===== src/rtl/cpu_pkg.sv =====
// Shared definitions for the instruction sequencer: FSM states, opcode and
// ALU/shift encodings, IR field positions and the control-word layout.
package cpu_pkg;

   localparam int unsigned DW_C = 16;
   localparam int unsigned RW_C = 3;

   typedef enum logic [2:0] {
      S_WAIT      = 3'd0,
      S_DECODE    = 3'd1,
      S_GET_A     = 3'd2,
      S_GET_B     = 3'd3,
      S_ALU       = 3'd4,
      S_WRITE_REG = 3'd5,
      S_WRITE_IMM = 3'd6
   } state_e;

   localparam logic [2:0] OPC_MOV = 3'b110;
   localparam logic [2:0] OPC_ALU = 3'b101;

   localparam logic [1:0] OP_MOV_IMM = 2'b10;
   localparam logic [1:0] OP_MOV_REG = 2'b00;

   localparam logic [1:0] ALU_ADD  = 2'b00;
   localparam logic [1:0] ALU_SUB  = 2'b01;
   localparam logic [1:0] ALU_AND  = 2'b10;
   localparam logic [1:0] ALU_NOTB = 2'b11;

   localparam logic [1:0] SH_NONE = 2'b00;
   localparam logic [1:0] SH_LSL1 = 2'b01;
   localparam logic [1:0] SH_LSR1 = 2'b10;
   localparam logic [1:0] SH_ASR1 = 2'b11;

   localparam int unsigned OPC_MSB = 15;
   localparam int unsigned OPC_LSB = 13;
   localparam int unsigned OP_MSB  = 12;
   localparam int unsigned OP_LSB  = 11;
   localparam int unsigned RN_MSB  = 10;
   localparam int unsigned RN_LSB  = 8;
   localparam int unsigned RD_MSB  = 7;
   localparam int unsigned RD_LSB  = 5;
   localparam int unsigned SH_MSB  = 4;
   localparam int unsigned SH_LSB  = 3;
   localparam int unsigned RM_MSB  = 2;
   localparam int unsigned RM_LSB  = 0;
   localparam int unsigned IMM_MSB = 7;

   // One registered control word per FSM state.
   typedef struct packed {
      logic            w;
      logic [RW_C-1:0] readnum;
      logic [RW_C-1:0] writenum;
      logic            write;
      logic            vsel;
      logic            loada;
      logic            loadb;
      logic            loadc;
      logic            loads;
      logic            asel;
      logic [1:0]      shift;
      logic [1:0]      aluop;
   } ctrl_t;

   // Control word presented while idle.
   function automatic ctrl_t ctrl_idle();
      ctrl_t c;
      c   = '0;
      c.w = 1'b1;
      return c;
   endfunction

   // Sign-extends the low byte of an instruction word.
   function automatic logic [DW_C-1:0] sext_imm8(input logic [DW_C-1:0] ir);
      return {{(DW_C-IMM_MSB-1){ir[IMM_MSB]}}, ir[IMM_MSB:0]};
   endfunction

endpackage


===== src/rtl/instr_decoder.sv =====
// Combinational instruction decoder: splits the IR into register/shift
// fields and classifies it into exactly one instruction class.
module instr_decoder
   import cpu_pkg::*;
#(
   parameter int unsigned DW = 16,
   parameter int unsigned RW = 3
) (
   input  logic [DW-1:0] ir_i,
   output logic [RW-1:0] rn_o,
   output logic [RW-1:0] rd_o,
   output logic [RW-1:0] rm_o,
   output logic [1:0]    sh_o,
   output logic [1:0]    op_o,
   output logic [DW-1:0] imm_o,
   output logic          is_movi_o,
   output logic          is_movr_o,
   output logic          is_alu2_o,
   output logic          is_cmp_o,
   output logic          is_mvn_o,
   output logic          illegal_o
);

   logic [2:0] opcode;

   assign opcode = ir_i[OPC_MSB:OPC_LSB];
   assign op_o   = ir_i[OP_MSB:OP_LSB];
   assign rn_o   = ir_i[RN_MSB:RN_LSB];
   assign rd_o   = ir_i[RD_MSB:RD_LSB];
   assign sh_o   = ir_i[SH_MSB:SH_LSB];
   assign rm_o   = ir_i[RM_MSB:RM_LSB];
   assign imm_o  = sext_imm8(ir_i);

   // Classify the instruction; anything not matched is illegal.
   always_comb begin
      is_movi_o = 1'b0;
      is_movr_o = 1'b0;
      is_alu2_o = 1'b0;
      is_cmp_o  = 1'b0;
      is_mvn_o  = 1'b0;
      illegal_o = 1'b0;
      if (opcode == OPC_MOV && op_o == OP_MOV_IMM) begin
         is_movi_o = 1'b1;
      end else if (opcode == OPC_MOV && op_o == OP_MOV_REG) begin
         is_movr_o = 1'b1;
      end else if (opcode == OPC_ALU) begin
         unique case (op_o)
            ALU_ADD, ALU_AND: is_alu2_o = 1'b1;
            ALU_SUB:          is_cmp_o  = 1'b1;
            default:          is_mvn_o  = 1'b1;
         endcase
      end else begin
         illegal_o = 1'b1;
      end
   end

endmodule


===== src/rtl/instr_controller.sv =====
// Instruction register plus sequencing FSM that drives the datapath control
// inputs, executing one instruction per start pulse.
module instr_controller
   import cpu_pkg::*;
#(
   parameter int unsigned DW = 16,
   parameter int unsigned RW = 3
) (
   input  logic          clk,
   input  logic          reset,
   input  logic [DW-1:0] in,
   input  logic          load,
   input  logic          s,
   output logic          w,
   output logic [RW-1:0] readnum,
   output logic [RW-1:0] writenum,
   output logic          write,
   output logic          vsel,
   output logic          loada,
   output logic          loadb,
   output logic          loadc,
   output logic          loads,
   output logic          asel,
   output logic          bsel,
   output logic [1:0]    shift,
   output logic [1:0]    ALUop,
   output logic [DW-1:0] datapath_in
);

   logic [DW-1:0] ir_q;
   state_e        state_q, state_d;
   ctrl_t         ctrl_q, ctrl_d;

   logic [RW-1:0] rn, rd, rm;
   logic [1:0]    sh, op;
   logic [DW-1:0] imm;
   logic          is_movi, is_movr, is_alu2, is_cmp, is_mvn, illegal;

   instr_decoder #(
      .DW (DW),
      .RW (RW)
   ) u_dec (
      .ir_i      (ir_q),
      .rn_o      (rn),
      .rd_o      (rd),
      .rm_o      (rm),
      .sh_o      (sh),
      .op_o      (op),
      .imm_o     (imm),
      .is_movi_o (is_movi),
      .is_movr_o (is_movr),
      .is_alu2_o (is_alu2),
      .is_cmp_o  (is_cmp),
      .is_mvn_o  (is_mvn),
      .illegal_o (illegal)
   );

   // IR captures a new instruction only while idle.
   always_ff @(posedge clk) begin
      if (reset) begin
         ir_q <= '0;
      end else if (load && state_q == S_WAIT) begin
         ir_q <= in;
      end
   end

   // Next-state selection from the current state and instruction class.
   always_comb begin
      state_d = S_WAIT;
      unique case (state_q)
         S_WAIT:      state_d = s ? S_DECODE : S_WAIT;
         S_DECODE: begin
            if (is_movi)                 state_d = S_WRITE_IMM;
            else if (is_movr || is_mvn)  state_d = S_GET_B;
            else if (is_alu2 || is_cmp)  state_d = S_GET_A;
            else                         state_d = S_WAIT;
         end
         S_GET_A:     state_d = S_GET_B;
         S_GET_B:     state_d = S_ALU;
         S_ALU:       state_d = is_cmp ? S_WAIT : S_WRITE_REG;
         S_WRITE_REG: state_d = S_WAIT;
         S_WRITE_IMM: state_d = S_WAIT;
         default:     state_d = S_WAIT;
      endcase
   end

   // Control word for the state being entered. Outputs are registered, so
   // they are decoded from state_d; the IR is stable for every state that
   // uses its fields (only the all-zero DECODE word can follow an IR load).
   always_comb begin
      ctrl_d = '0;
      unique case (state_d)
         S_WAIT:   ctrl_d.w = 1'b1;
         S_DECODE: ctrl_d = '0;
         S_GET_A: begin
            ctrl_d.readnum = rn;
            ctrl_d.loada   = 1'b1;
         end
         S_GET_B: begin
            ctrl_d.readnum = rm;
            ctrl_d.loadb   = 1'b1;
         end
         S_ALU: begin
            ctrl_d.shift = sh;
            ctrl_d.aluop = is_movr ? ALU_ADD : op;
            ctrl_d.asel  = is_movr | is_mvn;
            ctrl_d.loads = is_cmp;
            ctrl_d.loadc = ~is_cmp;
         end
         S_WRITE_REG: begin
            ctrl_d.writenum = rd;
            ctrl_d.write    = 1'b1;
            ctrl_d.vsel     = 1'b0;
         end
         S_WRITE_IMM: begin
            ctrl_d.writenum = rn;
            ctrl_d.write    = 1'b1;
            ctrl_d.vsel     = 1'b1;
         end
         default: ctrl_d = '0;
      endcase
   end

   // FSM state and registered Moore outputs; reset aborts any instruction.
   always_ff @(posedge clk) begin
      if (reset) begin
         state_q <= S_WAIT;
         ctrl_q  <= ctrl_idle();
      end else begin
         state_q <= state_d;
         ctrl_q  <= ctrl_d;
      end
   end

   assign w           = ctrl_q.w;
   assign readnum     = ctrl_q.readnum;
   assign writenum    = ctrl_q.writenum;
   assign write       = ctrl_q.write;
   assign vsel        = ctrl_q.vsel;
   assign loada       = ctrl_q.loada;
   assign loadb       = ctrl_q.loadb;
   assign loadc       = ctrl_q.loadc;
   assign loads       = ctrl_q.loads;
   assign asel        = ctrl_q.asel;
   assign bsel        = 1'b0;
   assign shift       = ctrl_q.shift;
   assign ALUop       = ctrl_q.aluop;
   assign datapath_in = imm;

   // Only legal-class flag not otherwise consumed by the sequencer.
   logic unused_illegal;
   assign unused_illegal = illegal;

endmodule


===== config.mk =====
export PLATFORM = sky130hd
export DESIGN_NAME = instr_controller
export DESIGN_NICKNAME = d
export VERILOG_FILES = /design/src/rtl/cpu_pkg.sv /design/src/rtl/instr_decoder.sv /design/src/rtl/instr_controller.sv
export SDC_FILE = /design/constraint.sdc
export NUM_CORES = 1
export LEC_CHECK = 0
export BUFFER_PORTS_ARGS = -buffer_cell sky130_fd_sc_hd__buf_4
export CORE_ASPECT_RATIO = 0.75
export CORE_MARGIN = 1.5
export CORE_UTILIZATION = 45
export CTS_CLUSTER_DIAMETER = 40
export DETAILED_ROUTE_END_ITERATION = 7
export HOLD_SLACK_MARGIN = 0.03
export PLACE_DENSITY = 0.73
export SLEW_MARGIN = 40
export SYNTH_ARGS = -nofsm -noshare
export SYNTH_HDL_FRONTEND = slang
export SYNTH_HIERARCHICAL = 1
export SYNTH_SLANG_ARGS = --single-unit

===== constraint.sdc =====
create_clock -name clk -period 5.3 [get_ports clk]
set_clock_uncertainty 0.1 [all_clocks]
set_input_delay 0 -clock clk [delete_from_list [all_inputs] [get_ports clk]]
set_output_delay 0 -clock clk [all_outputs]
set_load 0.05 [all_outputs]

==> impl_metrics.ini, run 1 <==
[floorplanning]
initial_core_util_pct = 47.5
placeableCoreArea_mm2 = 0.00331
pin_count = 55
die_x_um = 71.2
die_area_mm2 = 0.00386
rows = 18
die_h_um = 54.2

[power]
swShare_pct = 26.8
power_density_mw_per_mm2 = 270
p_leak_nw = 0.990
power_frac_comb_pct = 17.1
p_int_mw = 0.434
clkPwrFrac_pct = 32.9
power.switching_mw = 0.159
seqPwrFrac_pct = 50.0
vdd_drop_max_uv = 156

[timing]
fmax_mhz = 421
rsz0062_at_grt = no
hold_viol = 0
slew_headroom_pct = 54.5
fin_crit_ps = 2380
slew_viol_final = 0
worst-slew-pin-transition_ps = 681
post-route-period-util_pct = 44.8
whs_ps = 355
finalSetupTns_ps = 0
setup_violations = 0

[job]
maxCapViolCount = 0

[global_route]
grt_pass1_wl_um = 6020
grt_usage_pct = 21.2
overflow = 0
antenna_found_initial = 0
grt_max_degree = 25
grt_pass1_vias = 1338

[route]
vias = 1382
wl_per_cell_um = 13.9
routed_wl_um = 3810
ant_nets = 0
drtIter0Drc = 103
avgViaCountPerCell = 5.04
drc = 0
first_pass_iters = 4

[critical_path]
crit_path_max_incr_delay_ps = 580
crit_path_start_kind = flop
crit_required_ps = 5370
critical_path.cell_chain = nor2_1 -> nand3_1 -> nand2_1 -> a21oi_1 -> dlygate4sd3_1
cp-end-kind = flop
arrival_ps = 2450
crit_type = reg -> reg
reg2reg_slack_ps = 2920
crit_slowest_cell = dlygate4sd3_1
crit_fanout = 16

[final_layout]
nets = 254
diodes = 0
layout-drive-gt1-share_pct = 29.1
area_growth_pct = 39.5

[status]
status = completed

[clock_tree]
cts_made_buffers = 5
tritoncts = done
cts_sinks = 37
h-tree-depth = 2
clock_path_buffers = 2
clkLatencyLatePin_ps = 290
path_clk_slew_ps = 70
clock-root-buffer = clkbuf_8
post_cts_buffers = 0

[placement]
place_hpwl_um = 2410
routabilityCongestion = 0.954
portBuffers = 53

[yosys]
syn_avg_cell_area_um2 = 8.93
netlist_area_mm2 = 0.00157
ys_warn_count = 6
syn_nets = 196
synthCells = 176

[worst_hold_path]
hold_path_class = reg -> reg
power by group through the flow:
stage | Sequential, mW | Combinational [mW] | Clock [mW]
floorplan | 0.300 | 0.0691 | 0
global placement | 0.301 | 0.0786 | 0
detailed placement | 0.302 | 0.0799 | 0
CTS | 0.296 | 0.0997 | 0.198
global route | 0.297 | 0.107 | 0.210
finish | 0.296 | 0.101 | 0.195
cells in the final DEF, fill, tap and decap left out, types with 2 or more instances in the layout:
cell type and instances:
a21oi_1 17, a22o_2 2, a32o_1 3, buf_4 53
clkbuf_8 6, dfxtp_1 37, dlygate4sd3_1 33, inv_1 3
nand2_1 35, nand2b_1 2, nand3_1 3, nor2_1 11
nor3_1 2, nor3b_1 2, o31ai_1 2
final timing paths:
path               from  endpoint  cells after the start
max          state_q[2]   ir_q[6]                      5
min             ir_q[3]  shift[0]                      2
max reg2reg  state_q[2]   ir_q[6]                      5
min reg2reg     ir_q[3]  shift[0]                      2
cell type report:
cell class / instances / area [um^2]
fillers: 261 / 1120
flip-flops and latches: 37 / 741
repair buffers: 86 / 728
multi-input cells: 101 / 576
clock buffers: 7 / 86.3
well taps: 40 / 50.0
inverters: 3 / 11.3
state kept, by name, indices dropped and copies added, names as in the netlist:
signal    flops
state_q       3
loads         1
shift         2
loada         1
loadc         1
asel          1
ALUop         2
write         1
ir_q         16
vsel          1
readnum       3
w             1
loadb         1
writenum      3
worst max-delay path: cells and delay by family, from the launching register on:
family,cells,cell delay [ps]
AO/OA/AOI/OAI,1,100
buffers and inverters,1,580
flip-flops,1,380
AND/OR/NAND/NOR,3,1100
routing by layer:
metal	track usage (%)	share of wire, %	vias up
met5	0	0	-
met4	8.18	2.5	0
met3	7.87	7.1	11
met2	38.1	48	51
met1	23.4	43	643
li1	-	-	677
what timing repair did:
| action | 4_1_cts | 5_1_grt |
|---|---|---|
| hold buffers | 33 | 0 |
| endpoints found under the hold margin | 20 | 0 |
| gates resized for setup | 0 | 0 |
through the flow:
stage | power [mW] | setup slack (ps) | cell area (um^2) | cells | utilization (%)
final | 0.592 | 2920 | 2190 | 274 | 66.2
after global routing | 0.614 | 2760 | 2190 | 274 | 66.2
after CTS | 0.594 | 3000 | 2190 | 274 | 66.2
after detailed placement | 0.382 | 3070 | 1780 | 234 | 53.6
after global placement | 0.380 | 3200 | 1780 | 234 | 53.6
after floorplan | 0.370 | 3270 | 1570 | 176 | -
Power figures use the tool's default switching activity.
==> inputs of run 2 (changes only) <==
Settings changed: CORE_UTILIZATION 45 to 44, PLACE_DENSITY 0.73 to 0.75.
Clock period 5.3 ns to 2.1 ns, I/O delays scaled along.
==> run 2 against run 1 <==
Compared with the run above: sequential power grew to 2.5 times the previous value; via count is 2.2% lower; register-to-register slack worse by 2800 ps; clock power is 150% higher; total power grew to 2.5 times the previous value; sequential cell count stayed put; cell area is 4.3% higher.
==> impl_metrics.ini, run 2 (synthesis gave the netlist of run 1 again) <==
[route]
wl_per_cell_um = 12.6
drc = 0
first_pass_iters = 4
ant_nets = 0
drtIter0Drc = 68
avgViaCountPerCell = 4.79
routed_wl_um = 3570
vias = 1351

[final_layout]
final_cell_mix = 60 x buf_4, 35 x nand2_1, 33 x dfxtp_1, 33 x dlygate4sd3_1, 17 x a21oi_1
finalNonFillerCells = 282
area_growth_pct = 45.5
final_common_cell = buf_4
top_register = ir_q
nets = 261
layout-drive-gt1-share_pct = 36.4
n_fill_cell = 271
largest_reg_flops = 16
diodes = 0

[critical_path]
crit_fanout = 16
crit_path_frequent_cell = buf_4
reg2reg_slack_ps = 80
worstSetupStartpoint = state_q[2]
crit_type = reg -> reg
critical_path.cell_chain = buf_4 -> nor2_2 -> and3_1 -> buf_4 -> nand2_1 -> a21oi_1 -> dlygate4sd3_1
crit_slowest_cell = dlygate4sd3_1
arrival_ps = 2160
crit_path_start_kind = flop
crit_path_max_incr_delay_ps = 570
crit_required_ps = 2230
cp-end-kind = flop
worstReg2RegStart = state_q[2]

[global_route]
grt_pass1_vias = 1260
antenna_found_initial = 0
grt_max_degree = 25
overflow = 0
grt_usage_pct = 19.3
grt_pass1_wl_um = 5620

[power]
power_frac_comb_pct = 17.8
swShare_pct = 28.1
power.switching_mw = 0.418
vdd_drop_max_uv = 574
clkPwrFrac_pct = 32.1
p_leak_nw = 1.04
seqPwrFrac_pct = 50.2
power_density_mw_per_mm2 = 653
p_int_mw = 1.07
p_total_mw = 1.49

[clock_tree]
cts_sinks = 37
clkLatencyLatePin_ps = 290
path_clk_slew_ps = 70
h-tree-depth = 2
clock-root-buffer = clkbuf_8
clock_path_buffers = 2
tritoncts = done
cts_made_buffers = 5

[timing]
fmax_mhz = 494
finalSetupTns_ps = 0
rsz0062_at_grt = yes
setup_violations = 0
post-route-period-util_pct = 96.3
hold_viol = 0
fin_crit_ps = 2020
slew_viol_final = 0

[placement]
routabilityCongestion = 0.899
place_hpwl_um = 2190
portBuffers = 53
placed_cells_incl_taps = 240

[worst_hold_path]
hold_path_class = in -> reg
hp-start = s

[floorplanning]
rows = 18
die_area_mm2 = 0.00394
placeableCoreArea_mm2 = 0.00336
die_x_um = 72.0
pin_count = 55
initial_core_util_pct = 46.8
die_h_um = 54.8

[status]
status = completed

[job]
maxCapViolCount = 0
-- run 2: changes by cell type in the layout (fill, tap and decap cells not counted), moves of 2 or more --
cell | previous run | this run
dfxtp_1 | 37 | 33
buf_4 | 53 | 60
nor2_2 | 0 | 2
nor2_1 | 11 | 9
dfxtp_2 | 0 | 4
clkinv_2 | 0 | 2
-- run 2: worst max-delay path: cells and delay by family, from the launching register on --
family                 cells  cell delay (ps)
AO/OA/AOI/OAI              1              140
buffers and inverters      3              940
flip-flops                 1              320
AND/OR/NAND/NOR            3              460
-- run 2: path summary, 6_finish.rpt --
check | to | cells after the start
min | loada | 5
max reg2reg | ir_q[8] | 7
min reg2reg | shift[0] | 2
max | ir_q[8] | 7
-- run 2: power by group through the flow --
stage | combinational (mW) | clock (mW) | sequential [mW]
floorplan | 0.174 | 0 | 0.758
global placement | 0.207 | 0 | 0.761
detailed placement | 0.207 | 0 | 0.761
CTS | 0.262 | 0.482 | 0.747
global route | 0.281 | 0.510 | 0.751
finish | 0.265 | 0.478 | 0.748
-- run 2: what timing repair did --
item / in CTS / in global routing
buffers inserted: 1 / 0
gates resized for setup: 8 / 5
endpoints found under the hold margin: 19 / 0
gates cloned: 0 / 0
setup endpoints to repair: 5 / 20
hold buffers: 33 / 0
pin swaps: 4 / 4
-- run 2: metrics by stage --
stage / util, % / area (um^2) / worst slack (ps) / hold WS, ps
2_1_floorplan: - / 1570 / 66.7 / -25.7
3_3_place_gp: 54.3 / 1820 / 20.6 / 151
3_5_place_dp: 54.3 / 1820 / -4.93 / 158
4_1_cts: 67.9 / 2280 / 4.53 / 224
5_1_grt: 68.1 / 2290 / -34.8 / 254
6_report: 68.1 / 2290 / 76.8 / 228
-- run 2: layout make-up --
| class | instances | area, um^2 | area share [%] |
|---|---|---|---|
| flip-flops and latches | 37 | 746 | 32.6 |
| repair buffers | 93 | 781 | 34.2 |
| inverters | 3 | 11.3 | 0.493 |
| well taps | 40 | 50.0 | 2.19 |
| clock buffers | 5 | 68.8 | 3.01 |
| clock inverters | 3 | 17.5 | 0.766 |
| multi-input cells | 101 | 612 | 26.8 |
-- run 2: per-layer routing --
metal  part of all wire (%)  vias up  global-route usage, %
met1                     47      613                   23.2
met2                     47       38                   33.2
met3                    4.2        5                   5.71
met5                      0        -                      0
met4                    1.3        0                   7.86
li1                       -      695                      -
==> inputs of run 3 (changes only) <==
Settings changed: CORE_UTILIZATION 44 to 45, PLACE_DENSITY 0.75 to 0.73.
Clock period 2.1 ns to 2.35 ns, I/O delays scaled along.
==> run 3 against run 2 <==
Compared with the run above: via count up 2.4%; count of clock-buffer cells in the layout unchanged; cell area fell by 0.33%; final cell count shrank 1.8%; critical path type unchanged; setup slack better by 22 ps; sequential cell count unchanged; die area decreased by 2.1%; core utilization grew 0.70 points; sequential power decreased by 11%; first-iteration DRC count grew 25%; maximum frequency is 10% lower; critical path depth did not move.
==> impl_metrics.ini, run 3 (synthesis gave the netlist of run 1 again) <==
[critical_path]
worstReg2RegStart = ir_q[14]
critPathCapture = readnum[1]
arrival_ps = 2390
crit_type = reg -> reg
crit_required_ps = 2490
worstSetupStartpoint = ir_q[14]
reg2reg_slack_ps = 100
r2r_cells = 7
cp-end-kind = flop
crit_fanout = 4
crit_path_start_kind = flop
rr_endpoint = readnum[1]

[timing]
fin_crit_ps = 2250
worst-slew-pin-transition_ps = 571
post-route-period-util_pct = 95.8
hold_viol = 0
slew_headroom_pct = 61.6
fmax_mhz = 444
rsz0062_at_grt = no
finalSetupTns_ps = 0
setup_ws_ps = 98.6
slew_viol_final = 0
setup_violations = 0

[floorplanning]
pin_count = 55
initial_core_util_pct = 47.5
placeableCoreArea_mm2 = 0.00331
die_x_um = 71.2
die_area_mm2 = 0.00386
rows = 18
die_h_um = 54.2

[clock_tree]
clkLatencyLatePin_ps = 290
path_clk_slew_ps = 80
clock-root-buffer = clkbuf_8
clock_path_buffers = 2
cts_made_buffers = 5
h-tree-depth = 2
cts_sinks = 37
tritoncts = done

[route]
ant_nets = 0
routed_wl_um = 3790
vias = 1384
avgViaCountPerCell = 5.00
wl_per_cell_um = 13.7
drc = 0
first_pass_iters = 4
drtIter0Drc = 85

[final_layout]
fin_area_mm2 = 0.00228
final_cell_mix = 56 x buf_4, 37 x dfxtp_1, 35 x nand2_1
largest_reg_flops = 16
layout-drive-gt1-share_pct = 33.8
final_common_cell = buf_4
finalNonFillerCells = 277
top_register = ir_q
nets = 256
diodes = 0
post-route-util_pct = 68.8
area_growth_pct = 45.0

[job]
maxCapViolCount = 0

[placement]
post_dp_cell_area_mm2 = 0.00178
portBuffers = 53
routabilityCongestion = 0.954
dp_slack_ps = 143
placed_cells_incl_taps = 234
place_hpwl_um = 2410

[power]
p_leak_nw = 1.03
power_density_mw_per_mm2 = 678
vdd_drop_max_uv = 473

[global_route]
grt_max_degree = 25
grt_usage_pct = 20.0
antenna_found_initial = 0
grt_pass1_wl_um = 5760
grt_pass1_vias = 1274
overflow = 0

[worst_hold_path]
hold_path_class = in -> reg

[status]
status = completed
==> run 3: how the worst min path moves through the flow <==
stage	start	endpoint	slack, ps	depth (start not counted)
floorplan	reset	loadb	-30	1
global route	load	ir_q[14]	300	4
detailed placement	in[6]	ir_q[6]	160	3
CTS	s	loada	340	5
global placement	in[9]	ir_q[9]	150	3
finish	load	ir_q[14]	270	4
==> run 3: what timing repair did <==
action,CTS,global route
gates resized for setup,0,7
setup buffers,0,3
endpoints found under the setup margin,0,20
hold buffers,32,0
hold endpoints to repair,19,0
==> run 3: routing by layer <==
| layer | wire length, um | track usage (%) | part of all wire, % |
|---|---|---|---|
| met5 | 0 | 0 | 0 |
| met4 | 40 | 7.86 | 1.1 |
| met3 | 292 | 5.43 | 7.7 |
| met2 | 1950 | 36.4 | 51 |
| met1 | 1500 | 22.8 | 40 |
==> run 3: critical path: stages, from the launching register on <==
cell and delay (ps):
dfxtp_1 390, nor2b_1 80, and4b_2 240, or4b_4 560, o31ai_2 90, a21oi_2 90, a2111oi_4 430, a22o_2 230
==> run 3: cell type report <==
type                    instances  area (um^2)
fillers                       253         1030
flip-flops and latches         37          741
repair buffers                 88          741
multi-input cells             101          602
clock buffers                   5         68.8
clock inverters                 3         65.1
well taps                      40         50.0
inverters                       3         11.3
==> run 3: power breakdown <==
| group | total [mW] | switching (mW) | leakage (nW) | internal, mW |
|---|---|---|---|---|
| clock network | 0.647 | 0.225 | 0.0681 | 0.422 |
| logic | 0.232 | 0.130 | 0.661 | 0.102 |
| registers | 0.667 | 0.0209 | 0.301 | 0.646 |
| total | 1.55 | 0.376 | 1.03 | 1.17 |
==> run 3: stage by stage <==
stage          hold WS [ps]  power [mW]
3_3_place_gp            149       0.857
5_1_grt                 304        1.59
2_1_floorplan         -25.7       0.834
6_report                269        1.55
4_1_cts                 344        1.54
3_5_place_dp            158       0.861
